[src/rtl/byte_arbiter2_if.sv]
// rtl/byte_arbiter2_if.sv - two-requester / one-memory bus bundle for byte_arbiter2
interface byte_arbiter2_if #(
    parameter int DATA_BYTE = 4,
    parameter int ADDR_SIZE = 32
);
    logic                   aEnable_i;
    logic                   aIsWrite_i;
    logic [DATA_BYTE-1:0]   aWriteMask_i;
    logic [ADDR_SIZE-1:0]   aAddr_i;
    logic [DATA_BYTE*8-1:0] aWriteData_i;
    logic [DATA_BYTE*8-1:0] aReadData_o;
    logic                   aHold_o;

    logic                   bEnable_i;
    logic                   bIsWrite_i;
    logic [DATA_BYTE-1:0]   bWriteMask_i;
    logic [ADDR_SIZE-1:0]   bAddr_i;
    logic [DATA_BYTE*8-1:0] bWriteData_i;
    logic [DATA_BYTE*8-1:0] bReadData_o;
    logic                   bHold_o;

    logic                   memEnable_o;
    logic                   memIsWrite_o;
    logic [DATA_BYTE-1:0]   memWriteMask_o;
    logic [ADDR_SIZE-1:0]   memAddr_o;
    logic [DATA_BYTE*8-1:0] memWriteData_o;
    logic [DATA_BYTE*8-1:0] memReadData_i;
    logic                   memHold_i;

    modport slave (
        input  aEnable_i, aIsWrite_i, aWriteMask_i, aAddr_i, aWriteData_i,
        output aReadData_o, aHold_o,
        input  bEnable_i, bIsWrite_i, bWriteMask_i, bAddr_i, bWriteData_i,
        output bReadData_o, bHold_o,
        output memEnable_o, memIsWrite_o, memWriteMask_o, memAddr_o, memWriteData_o,
        input  memReadData_i, memHold_i
    );

    modport master (
        output aEnable_i, aIsWrite_i, aWriteMask_i, aAddr_i, aWriteData_i,
        input  aReadData_o, aHold_o,
        output bEnable_i, bIsWrite_i, bWriteMask_i, bAddr_i, bWriteData_i,
        input  bReadData_o, bHold_o,
        input  memEnable_o, memIsWrite_o, memWriteMask_o, memAddr_o, memWriteData_o,
        output memReadData_i, memHold_i
    );
endinterface

[src/rtl/byte_arbiter2.sv]
// rtl/byte_arbiter2.sv - zero-latency round-robin arbiter of two requesters onto one memory port
module byte_arbiter2 #(
    parameter int DATA_BYTE = 4,
    parameter int ADDR_SIZE = 32
) (
    input  logic             clk_i,
    input  logic             rst_i,
    byte_arbiter2_if.slave   bus
);
    typedef enum logic {PORT_A = 1'b0, PORT_B = 1'b1} port_t;

    port_t last_grant, lock_port, rd_owner, grant_port;
    logic  lock_valid, grant_valid, accept;

    logic                   sel_wr;
    logic [DATA_BYTE-1:0]   sel_mask;
    logic [ADDR_SIZE-1:0]   sel_addr;
    logic [DATA_BYTE*8-1:0] sel_wdata;
    logic                   lock_en;

    // A stalled grant stays pinned to its port until accepted or withdrawn.
    always_comb begin
        grant_valid = 1'b0;
        grant_port  = PORT_A;
        lock_en     = (lock_port == PORT_A) ? bus.aEnable_i : bus.bEnable_i;
        if (lock_valid && lock_en) begin
            grant_valid = 1'b1;
            grant_port  = lock_port;
        end else if (bus.aEnable_i && bus.bEnable_i) begin
            grant_valid = 1'b1;
            grant_port  = (last_grant == PORT_A) ? PORT_B : PORT_A;
        end else if (bus.aEnable_i) begin
            grant_valid = 1'b1;
            grant_port  = PORT_A;
        end else if (bus.bEnable_i) begin
            grant_valid = 1'b1;
            grant_port  = PORT_B;
        end
    end

    always_comb begin
        sel_wr    = (grant_port == PORT_A) ? bus.aIsWrite_i   : bus.bIsWrite_i;
        sel_mask  = (grant_port == PORT_A) ? bus.aWriteMask_i : bus.bWriteMask_i;
        sel_addr  = (grant_port == PORT_A) ? bus.aAddr_i      : bus.bAddr_i;
        sel_wdata = (grant_port == PORT_A) ? bus.aWriteData_i : bus.bWriteData_i;
        accept    = grant_valid && !bus.memHold_i;
    end

    always_comb begin
        bus.memEnable_o    = grant_valid;
        bus.memIsWrite_o   = grant_valid ? sel_wr    : 1'b0;
        bus.memWriteMask_o = grant_valid ? sel_mask  : '0;
        bus.memAddr_o      = grant_valid ? sel_addr  : '0;
        bus.memWriteData_o = grant_valid ? sel_wdata : '0;

        bus.aHold_o = bus.aEnable_i;
        bus.bHold_o = bus.bEnable_i;
        if (grant_valid && grant_port == PORT_A) bus.aHold_o = bus.memHold_i;
        if (grant_valid && grant_port == PORT_B) bus.bHold_o = bus.memHold_i;

        bus.aReadData_o = (rd_owner == PORT_A) ? bus.memReadData_i : '0;
        bus.bReadData_o = (rd_owner == PORT_B) ? bus.memReadData_i : '0;
    end

    // Lock is exactly "granted but stalled last cycle": acceptance, withdrawal
    // and idle cycles all fall out as lock_valid=0.
    always_ff @(posedge clk_i) begin
        if (rst_i) begin
            lock_valid <= 1'b0;
            lock_port  <= PORT_A;
            last_grant <= PORT_B;
            rd_owner   <= PORT_A;
        end else begin
            lock_valid <= grant_valid && bus.memHold_i;
            if (grant_valid && bus.memHold_i) lock_port <= grant_port;
            if (accept) begin
                last_grant <= grant_port;
                if (!sel_wr) rd_owner <= grant_port;
            end
        end
    end
endmodule

[src/flat_wrapper.sv]
// flat-port wrapper written by rule: the top's interface ports become plain ports
module byte_arbiter2_flat 
#(
    parameter int DATA_BYTE = 4,
    parameter int ADDR_SIZE = 32
)
  (clk_i, rst_i, bus_aEnable_i, bus_aIsWrite_i, bus_aWriteMask_i, bus_aAddr_i, bus_aWriteData_i, bus_aReadData_o, bus_aHold_o, bus_bEnable_i, bus_bIsWrite_i, bus_bWriteMask_i, bus_bAddr_i, bus_bWriteData_i, bus_bReadData_o, bus_bHold_o, bus_memEnable_o, bus_memIsWrite_o, bus_memWriteMask_o, bus_memAddr_o, bus_memWriteData_o, bus_memReadData_i, bus_memHold_i);
  byte_arbiter2_if #(.DATA_BYTE(DATA_BYTE), .ADDR_SIZE(ADDR_SIZE)) bus_i ();
  input  logic clk_i;
  input  logic rst_i;
  input wire logic [$bits(bus_i.aEnable_i)-1:0] bus_aEnable_i;
  input wire logic [$bits(bus_i.aIsWrite_i)-1:0] bus_aIsWrite_i;
  input wire logic [$bits(bus_i.aWriteMask_i)-1:0] bus_aWriteMask_i;
  input wire logic [$bits(bus_i.aAddr_i)-1:0] bus_aAddr_i;
  input wire logic [$bits(bus_i.aWriteData_i)-1:0] bus_aWriteData_i;
  output wire logic [$bits(bus_i.aReadData_o)-1:0] bus_aReadData_o;
  output wire logic [$bits(bus_i.aHold_o)-1:0] bus_aHold_o;
  input wire logic [$bits(bus_i.bEnable_i)-1:0] bus_bEnable_i;
  input wire logic [$bits(bus_i.bIsWrite_i)-1:0] bus_bIsWrite_i;
  input wire logic [$bits(bus_i.bWriteMask_i)-1:0] bus_bWriteMask_i;
  input wire logic [$bits(bus_i.bAddr_i)-1:0] bus_bAddr_i;
  input wire logic [$bits(bus_i.bWriteData_i)-1:0] bus_bWriteData_i;
  output wire logic [$bits(bus_i.bReadData_o)-1:0] bus_bReadData_o;
  output wire logic [$bits(bus_i.bHold_o)-1:0] bus_bHold_o;
  output wire logic [$bits(bus_i.memEnable_o)-1:0] bus_memEnable_o;
  output wire logic [$bits(bus_i.memIsWrite_o)-1:0] bus_memIsWrite_o;
  output wire logic [$bits(bus_i.memWriteMask_o)-1:0] bus_memWriteMask_o;
  output wire logic [$bits(bus_i.memAddr_o)-1:0] bus_memAddr_o;
  output wire logic [$bits(bus_i.memWriteData_o)-1:0] bus_memWriteData_o;
  input wire logic [$bits(bus_i.memReadData_i)-1:0] bus_memReadData_i;
  input wire logic [$bits(bus_i.memHold_i)-1:0] bus_memHold_i;
  assign bus_i.aEnable_i = bus_aEnable_i;
  assign bus_i.aIsWrite_i = bus_aIsWrite_i;
  assign bus_i.aWriteMask_i = bus_aWriteMask_i;
  assign bus_i.aAddr_i = bus_aAddr_i;
  assign bus_i.aWriteData_i = bus_aWriteData_i;
  assign bus_aReadData_o = bus_i.aReadData_o;
  assign bus_aHold_o = bus_i.aHold_o;
  assign bus_i.bEnable_i = bus_bEnable_i;
  assign bus_i.bIsWrite_i = bus_bIsWrite_i;
  assign bus_i.bWriteMask_i = bus_bWriteMask_i;
  assign bus_i.bAddr_i = bus_bAddr_i;
  assign bus_i.bWriteData_i = bus_bWriteData_i;
  assign bus_bReadData_o = bus_i.bReadData_o;
  assign bus_bHold_o = bus_i.bHold_o;
  assign bus_memEnable_o = bus_i.memEnable_o;
  assign bus_memIsWrite_o = bus_i.memIsWrite_o;
  assign bus_memWriteMask_o = bus_i.memWriteMask_o;
  assign bus_memAddr_o = bus_i.memAddr_o;
  assign bus_memWriteData_o = bus_i.memWriteData_o;
  assign bus_i.memReadData_i = bus_memReadData_i;
  assign bus_i.memHold_i = bus_memHold_i;
  byte_arbiter2 #(.DATA_BYTE(DATA_BYTE), .ADDR_SIZE(ADDR_SIZE)) u_core (.clk_i(clk_i), .rst_i(rst_i), .bus(bus_i));
endmodule
[config.mk]
export PLATFORM = sky130hd
export DESIGN_NAME = byte_arbiter2_flat
export DESIGN_NICKNAME = d
export VERILOG_FILES = /design/src/rtl/byte_arbiter2_if.sv /design/src/rtl/byte_arbiter2.sv /design/src/flat_wrapper.sv
export SDC_FILE = /design/constraint.sdc
export NUM_CORES = 1
export LEC_CHECK = 0
export CAP_MARGIN = 20
export CELL_PAD_IN_SITES_DETAIL_PLACEMENT = 2
export CELL_PAD_IN_SITES_GLOBAL_PLACEMENT = 2
export CORE_MARGIN = 2
export CORE_UTILIZATION = 10
export DETAILED_ROUTE_END_ITERATION = 12
export GPL_ROUTABILITY_DRIVEN = 0
export MAX_ROUTING_LAYER = met4
export PLACE_DENSITY_LB_ADDON = 0.1
export SYNTH_ARGS = -nofsm -noshare
export SYNTH_HDL_FRONTEND = slang
export SYNTH_SLANG_ARGS = --single-unit
[constraint.sdc]
create_clock -name clk_i -period 2.1 [get_ports clk_i]
set_clock_uncertainty 0.05 [all_clocks]
set_input_delay 0.42 -clock clk_i [delete_from_list [all_inputs] [get_ports clk_i]]
set_output_delay 0.42 -clock clk_i [all_outputs]
set_load 0.05 [all_outputs]
==> implementation parameters, run 1 <==
Parameter                              Value

Run status
  Result of the run    finished, violations left
  Failing checks    setup timing

Drt
  Total Routed Length    15.06 mm
  Via density per instance    4.266
  Remaining DRCs    0
  Total via count in the routed design    about 2900
  ANT nets after route    0
  Number of design-rule violations left by the first detailed-router iteration    35
  DRT Pass-1 Iters    4
  Routed wire per std cell    22.24 um

Critical path
  Highest net fanout along the worst path    9
  Setup crit start kind    flip-flop
  Required time reported for the critical path endpoint    1.63 ns
  Signal arrival time at the worst endpoint    1.78 ns
  Sort of element at the end of the critical path    primary output
  WS Path Type    flip-flop to primary output

Cells and area
  Antenna diode instance count    0
  Fillers    approximately 1300
  Synth-to-Final Area Change    402.5%
  Post-route non-filler standard cell count    677
  Final #Nets    678
  Area of all sequential standard cells    82.58 sq um
  Fraction of final layout cells with drive strength greater than 1    41.72%
  Multi-input gate area in the final layout    0.001473 sq mm

Synthesis
  Register bit total from synthesis    4
  Sequential cell area fraction in the yosys report    approximately 6%
  Post-Synthesis Cells    184
  Avg Cell Area, Syn    7.283 sq um
  Proportion of netlist area held by the largest area contributor    between 40% and 50%
  Area leader, netlist    sky130_fd_sc_hd__a22o_1
  Synth cell types    24
  Summed instance area of the synthesized netlist    0.001340 sq mm
  Syn nets    359
  Number of warning messages in the yosys log    0
  Largest cells by area after synthesis    sky130_fd_sc_hd__a22o_1, sky130_fd_sc_hd__and2_1, sky130_fd_sc_hd__nor2b_1

Clock network
  Clock slew at reported path FFs    0.03 ns
  Total of hold buffers inserted after clock tree synthesis    0
  Clock tree from TritonCTS    built
  Clock latency of the later-clocked register in the worst-skew pair    between 0.2 and 0.25 ns
  Number of buffers created by CTS    3
  Clock tree buffer depth    2
  Level count of the clock H-tree    1
  Sink Count    4
  Cell chosen for the clock root    sky130_fd_sc_hd__clkbuf_16

Pwr
  Leak    2.816 nW
  Net switching power    ~1.3 mW
  Clock power share    between 10% and 20%
  Seq pwr share    3.2%
  Ratio of total power to cell area    433.2 mW/mm^2
  Switching power share of the total    43.69%
  Worst vdd ir    around 0.15 mV
  Power share of the combinational group    86.5%
  Internal Dissipation    1.642 mW

Global routing
  Vias in the first global route    3248
  GRT Overall Usage    19.76%
  Total congestion overflow after global routing    0
  Wire length of the first global-routing pass    between 20 and 25 mm
  Pin count of the biggest net entering global routing    34
  Antenna violations before repair    0

STA
  Worst slew margin    67.60%
  Max Transition Viols Final    0
  Final setup margin    -0.1471 ns
  Setup violations, final    70
  RSZ-0062 raised after global routing    yes
  Hold Vio Cnt, Final    0
  Final cycle utilization of the critical path    107.0%
  Achievable Freq    between 0.4 and 0.5 GHz
  Measured slew at the worst slew-check pin    0.4860 ns
  Min cycle time layout    2.247 ns
  Setup TNS after final layout    -5.705 ns

Floorplanning
  Io pins    311
  Placeable core region    0.01319 sq mm
  DIE WIDTH    roughly 120 um
  Starting Density    10.16%
  Site Rows    42
  Die area    0.01434 sq mm
  Die Span Y    between 100 and 150 um

Flow run
  Number of max-cap violations    0

Place
  IO Port Bufs    310
  Placed instance count    660
  Post-detail-place hpwl    11.93 mm

Hold path
  Hold Crit Class    flip-flop to flip-flop
==> layout by cell type, fill, tap and decap left out, types with 2 or more instances in the layout <==
master / synthesis / final
sky130_fd_sc_hd__a21boi_4: 0 / 2
sky130_fd_sc_hd__a22o_1: 69 / 37
sky130_fd_sc_hd__a22o_4: 0 / 32
sky130_fd_sc_hd__and2_1: 33 / 32
sky130_fd_sc_hd__buf_12: 0 / 140
sky130_fd_sc_hd__buf_16: 0 / 5
sky130_fd_sc_hd__buf_4: 1 / 9
sky130_fd_sc_hd__buf_6: 2 / 5
sky130_fd_sc_hd__clkbuf_16: 0 / 6
sky130_fd_sc_hd__clkdlybuf4s50_1: 0 / 172
sky130_fd_sc_hd__dfxtp_1: 4 / 2
sky130_fd_sc_hd__dfxtp_2: 0 / 2
sky130_fd_sc_hd__nand2_1: 5 / 4
sky130_fd_sc_hd__nand3_1: 2 / 2
sky130_fd_sc_hd__nor2_1: 3 / 3
sky130_fd_sc_hd__nor2b_1: 32 / 32
==> cell usage after synthesis <==
| library cell | number |
|---|---|
| sky130_fd_sc_hd__or2_2 | 1 |
| sky130_fd_sc_hd__buf_2 | 7 |
| sky130_fd_sc_hd__nor2b_1 | 32 |
| sky130_fd_sc_hd__nor2_2 | 1 |
| sky130_fd_sc_hd__nand2_1 | 5 |
| sky130_fd_sc_hd__and2b_1 | 1 |
| sky130_fd_sc_hd__a21oi_1 | 1 |
| sky130_fd_sc_hd__nor2_1 | 3 |
| sky130_fd_sc_hd__a31oi_1 | 1 |
| sky130_fd_sc_hd__nor2b_2 | 1 |
| sky130_fd_sc_hd__nand3b_1 | 1 |
| sky130_fd_sc_hd__o21ai_2 | 1 |
| sky130_fd_sc_hd__and2_1 | 33 |
| sky130_fd_sc_hd__a21boi_2 | 1 |
| sky130_fd_sc_hd__a21boi_0 | 2 |
| sky130_fd_sc_hd__dfxtp_1 | 4 |
| sky130_fd_sc_hd__nand3_1 | 2 |
| sky130_fd_sc_hd__a22o_1 | 69 |
| sky130_fd_sc_hd__o31ai_1 | 1 |
| sky130_fd_sc_hd__inv_1 | 1 |
| sky130_fd_sc_hd__clkbuf_1 | 12 |
| sky130_fd_sc_hd__o21ai_0 | 1 |
| sky130_fd_sc_hd__buf_4 | 1 |
| sky130_fd_sc_hd__buf_6 | 2 |
==> layer usage <==
metal	routed length (um)	track usage (%)	vias up	share of wire [%]
met5	0	-	-	0
met4	165	2.647	0	1.1
met3	1260	5.276	11	8.4
met2	8751	39.61	185	58
met1	4877	19.24	1366	32
li1	-	-	1326	-
==> area by class of cell <==
cell class,count,area share [%]
clock buffer,3,1.115
tap,176,3.270
timing repair buffer,336,72.46
inverter,1,0.05574
sequential,4,1.226
multi-input combinational,157,21.87
==> per-stage QoR <==
step,hold WS (ns),worst slack [ns],instance area (sq um),utilization (%),power [mW]
after floorplan,0.3758,0.05698,1340,-,1.063
after global placement,0.4249,-0.2434,6077,46.07,2.391
after detailed placement,0.4339,-0.3347,6077,46.07,2.421
after CTS,0.4472,-0.1421,6441,48.83,2.845
after global routing,0.5171,-0.2020,6734,51.05,3.012
final,0.4303,-0.1471,6734,51.05,2.917
==> state kept, by name, indices dropped and copies added (netlist names) <==
name / cells
u_core.last_grant: 1
u_core.lock_valid: 1
u_core.rd_owner: 1
u_core.lock_port: 1
==> logic make-up after synthesis <==
kind of cell / after synthesis / share of synthesized area (%)
buffers and inverters: 23 / 8.496
AO/OA/AOI/OAI: 77 / 49.49
AND/OR/NAND/NOR: 80 / 36.04
flip-flops: 4 / 5.976
==> repair_timing <==
item | in CTS | in global routing
setup buffers | 5 | 2
gates resized for setup | 24 | 31
hold endpoints to repair | 0 | 0
pin swaps | 30 | 13
cloned | 5 | 3
endpoints found under the setup margin | 71 | 71
==> worst max-delay path: stages, from the launching register on <==
cell and delay [ns]:
sky130_fd_sc_hd__dfxtp_2 0.31, sky130_fd_sc_hd__and2b_2 0.25, sky130_fd_sc_hd__o21ai_4 0.14, sky130_fd_sc_hd__and2_4 0.21
sky130_fd_sc_hd__buf_4 0.15, sky130_fd_sc_hd__buf_16 0.14, sky130_fd_sc_hd__a22o_1 0.19, sky130_fd_sc_hd__buf_12 0.15
==> worst paths after layout <==
path                          start                     to  slack, ns  cells after the start
setup / recovery  u_core.lock_valid  bus_memWriteMask_o[1]      -0.15                      7
hold / removal    u_core.last_grant      u_core.last_grant       0.43                      2
setup reg to reg  u_core.lock_valid       u_core.lock_port       0.55                      8
hold reg to reg   u_core.last_grant      u_core.last_grant       0.43                      2
==> power by group through the flow <==
stage / Clock [mW] / Combinational, mW / Sequential [mW]
after global routing: 0.315 / 2.60 / 0.0937
final: 0.302 / 2.52 / 0.0921
after detailed placement: 0 / 2.33 / 0.0935
after CTS: 0.309 / 2.44 / 0.0924
after global placement: 0 / 2.30 / 0.0921
after floorplan: 0 / 0.979 / 0.0843
Note: power is estimated with default switching activity, not from simulation.
==> run 2: changes to the inputs <==
==> constraint.sdc (replaced) <==
create_clock -name clk_i -period 1.85 [get_ports clk_i]
set_clock_uncertainty 0.05 [all_clocks]
set_input_delay 0.37 -clock clk_i [delete_from_list [all_inputs] [get_ports clk_i]]
set_output_delay 0.37 -clock clk_i [all_outputs]
set_load 0.05 [all_outputs]
==> run 2 against run 1 <==
  * The flow still finishes with violations (setup timing)
  * Core utilization decreased by 3.1 points
  * Global-route usage down 1.9 points
  * Clock-buffer cell count unchanged
  * Combinational power is 7% higher
  * Critical path type unchanged
  * Largest power group unchanged
==> implementation parameters, run 2 (synthesized netlist as in run 1, its figures left out) <==
Parameter                              Value

Run status
  Result of the run    finished, violations left
  Failing checks    setup timing

Critical path
  Buffers plus inverters on the worst setup path    2
  Capture point of the critical path    bus_memAddr_o[11]
  Crit Reg-Reg Endpoint    u_core.last_grant
  Most frequent cell on the critical path    sky130_fd_sc_hd__buf_12
  Sort of element at the end of the critical path    primary output
  Delay of the slowest critical-path stage    around 0.31 ns
  Gate family responsible for the most delay along the worst path    compound AO/OA/AOI/OAI gates
  Highest net fanout along the worst path    40
  WS Path Type    flip-flop to primary output
  Setup crit start kind    flip-flop
  Number of cell instances on the worst register-to-register path    6
  Reg2Reg Launch Point    u_core.lock_valid
  Crit path depth    6
  Source of the critical timing path    u_core.lock_valid
  Worst reg-to-reg setup slack    0.53 ns
  Worst path cell trace    and2b_2, nor2_2, a21boi_4, buf_12, a22o_2, buf_12
  Signal arrival time at the worst endpoint    ~1.7 ns
  Cell with the largest stage delay on the worst path    sky130_fd_sc_hd__dfxtp_2
  Required time reported for the critical path endpoint    1.43 ns

Pwr
  Ratio of total power to cell area    496.1 mW/mm^2
  Power share of the combinational group    86.1%
  Net switching power    between 1 and 1.5 mW
  Switching power share of the total    43.76%
  Seq pwr share    3.1%
  Clock power share    a little over a tenth
  Internal Dissipation    around 1.8 mW
  Leak    ~2.6 nW
  Worst vdd ir    0.2035 mV

STA
  Final setup margin    -0.2679 ns
  Measured slew at the worst slew-check pin    0.2838 ns
  Max Transition Viols Final    0
  Final cycle utilization of the critical path    114.5%
  Hold Vio Cnt, Final    0
  Worst slew margin    81.04%
  WHS    approximately 0.46 ns
  RSZ-0062 raised after global routing    yes
  Setup violations, final    70
  Min cycle time layout    between 2 and 2.5 ns
  Achievable Freq    0.4722 GHz

Cells and area
  Commonest non-fill, non-tap cell in the layout    sky130_fd_sc_hd__clkdlybuf4s50_1
  Antenna diode instance count    0
  Post-route non-filler standard cell count    664
  Commonest cells after routing, fill and taps aside    sky130_fd_sc_hd__clkdlybuf4s50_1, sky130_fd_sc_hd__buf_12, sky130_fd_sc_hd__a22o_2
  Final #Nets    665
  Fraction of final layout cells with drive strength greater than 1    a little under half
  Fillers    between 1000 and 1500
  Synth-to-Final Area Change    371.6%

Global routing
  Wire length of the first global-routing pass    18.93 mm
  GRT Overall Usage    17.85%
  Vias in the first global route    3181
  Antenna violations before repair    0
  Pin count of the biggest net entering global routing    49
  Total congestion overflow after global routing    0

Flow run
  Number of max-cap violations    0

Drt
  ANT nets after route    0
  Total via count in the routed design    ~2800
  Number of design-rule violations left by the first detailed-router iteration    68
  Total Routed Length    13.47 mm
  DRT Pass-1 Iters    3
  Routed wire per std cell    20.28 um
  Remaining DRCs    0
  Via density per instance    ~4.2

Clock network
  Clock tree from TritonCTS    built
  Number of buffers created by CTS    3
  Level count of the clock H-tree    1
  Sink Count    4
  Clock tree buffer depth    2
  Total of hold buffers inserted after clock tree synthesis    0
  Clock latency of the later-clocked register in the worst-skew pair    0.22 ns
  Clock slew at reported path FFs    0.03 ns
  Cell chosen for the clock root    sky130_fd_sc_hd__clkbuf_16

Floorplanning
  Io pins    311
  Die area    0.01434 sq mm
  DIE WIDTH    119.8 um
  Placeable core region    0.01319 sq mm
  Starting Density    10.16%
  Site Rows    42
  Die Span Y    between 100 and 150 um

Place
  Placed instance count    659
  Post-detail-place hpwl    ~12 mm
  IO Port Bufs    310

Hold path
  Hold Crit Class    flip-flop to flip-flop
run 2: cell types whose count changed in the layout (fill, tap and decap cells not counted), moves of 2 or more:
cell and change:
sky130_fd_sc_hd__a22o_2 +64, sky130_fd_sc_hd__a22o_1 -37, sky130_fd_sc_hd__a22o_4 -27, sky130_fd_sc_hd__buf_6 -5
sky130_fd_sc_hd__buf_16 -4, sky130_fd_sc_hd__buf_4 -2, sky130_fd_sc_hd__clkbuf_16 -2
run 2: per-stage QoR:
step	power [mW]	utilization [%]	setup slack [ns]	instance area, sq um	setup TNS (ns)
CTS	3.144	47.49	-0.2712	6264	-16.76
global route	3.234	47.91	-0.3230	6320	-20.34
global placement	2.741	46.63	-0.4245	6151	-28.61
detailed placement	2.783	46.63	-0.4352	6151	-28.86
floorplan	1.246	-	-0.08048	1434	-0.2063
finish	3.135	47.91	-0.2679	6320	-16.48
run 2: final cells by class:
class	instances	area (sq um)	share of cell area (%)
tap	176	220.2	3.484
inverter	1	3.754	0.05939
clock buffer	3	75.07	1.188
sequential	4	82.58	1.307
multi-input combinational	157	1291	20.43
timing repair buffer	323	4647	73.53
run 2: how the worst min path moves through the flow:
stage / depth (start not counted) / endpoint / from
after floorplan: 2 / u_core.last_grant / u_core.last_grant
after global placement: 2 / u_core.last_grant / u_core.last_grant
after detailed placement: 2 / u_core.last_grant / u_core.last_grant
after CTS: 2 / u_core.lock_port / u_core.lock_port
after global routing: 2 / u_core.lock_port / u_core.lock_port
final: 2 / u_core.lock_port / u_core.lock_port
run 2: power by group through the flow:
stage	combinational (mW)	sequential [mW]	clock, mW
after global placement	2.64	0.0971	0
after detailed placement	2.69	0.0978	0
after floorplan	1.15	0.0956	0
final	2.70	0.0968	0.337
after global routing	2.79	0.0976	0.348
after CTS	2.71	0.0968	0.341
run 2: layer usage:
layer / vias up / share of wire [%] / GRT usage, %
li1: 1290 / - / -
met1: 1315 / 33 / 16.74
met2: 178 / 58 / 36.43
met3: 4 / 9.1 / 5.228
met4: 0 / 0.47 / 1.985
met5: - / 0 / -
run 2: what timing repair did:
action,in CTS,in global routing
setup endpoints to repair,72,71
gates cloned,1,1
pin swaps,1,1
setup buffers,0,1
gates resized for setup,6,7
run 2: worst reg2reg max path, delay by kind of cell (launching register included):
family	cells	cell delay (ns)
buffers and inverters	2	0.28
flip-flops	1	0.31
AO/OA/AOI/OAI	2	0.30
AND/OR/NAND/NOR	2	0.29
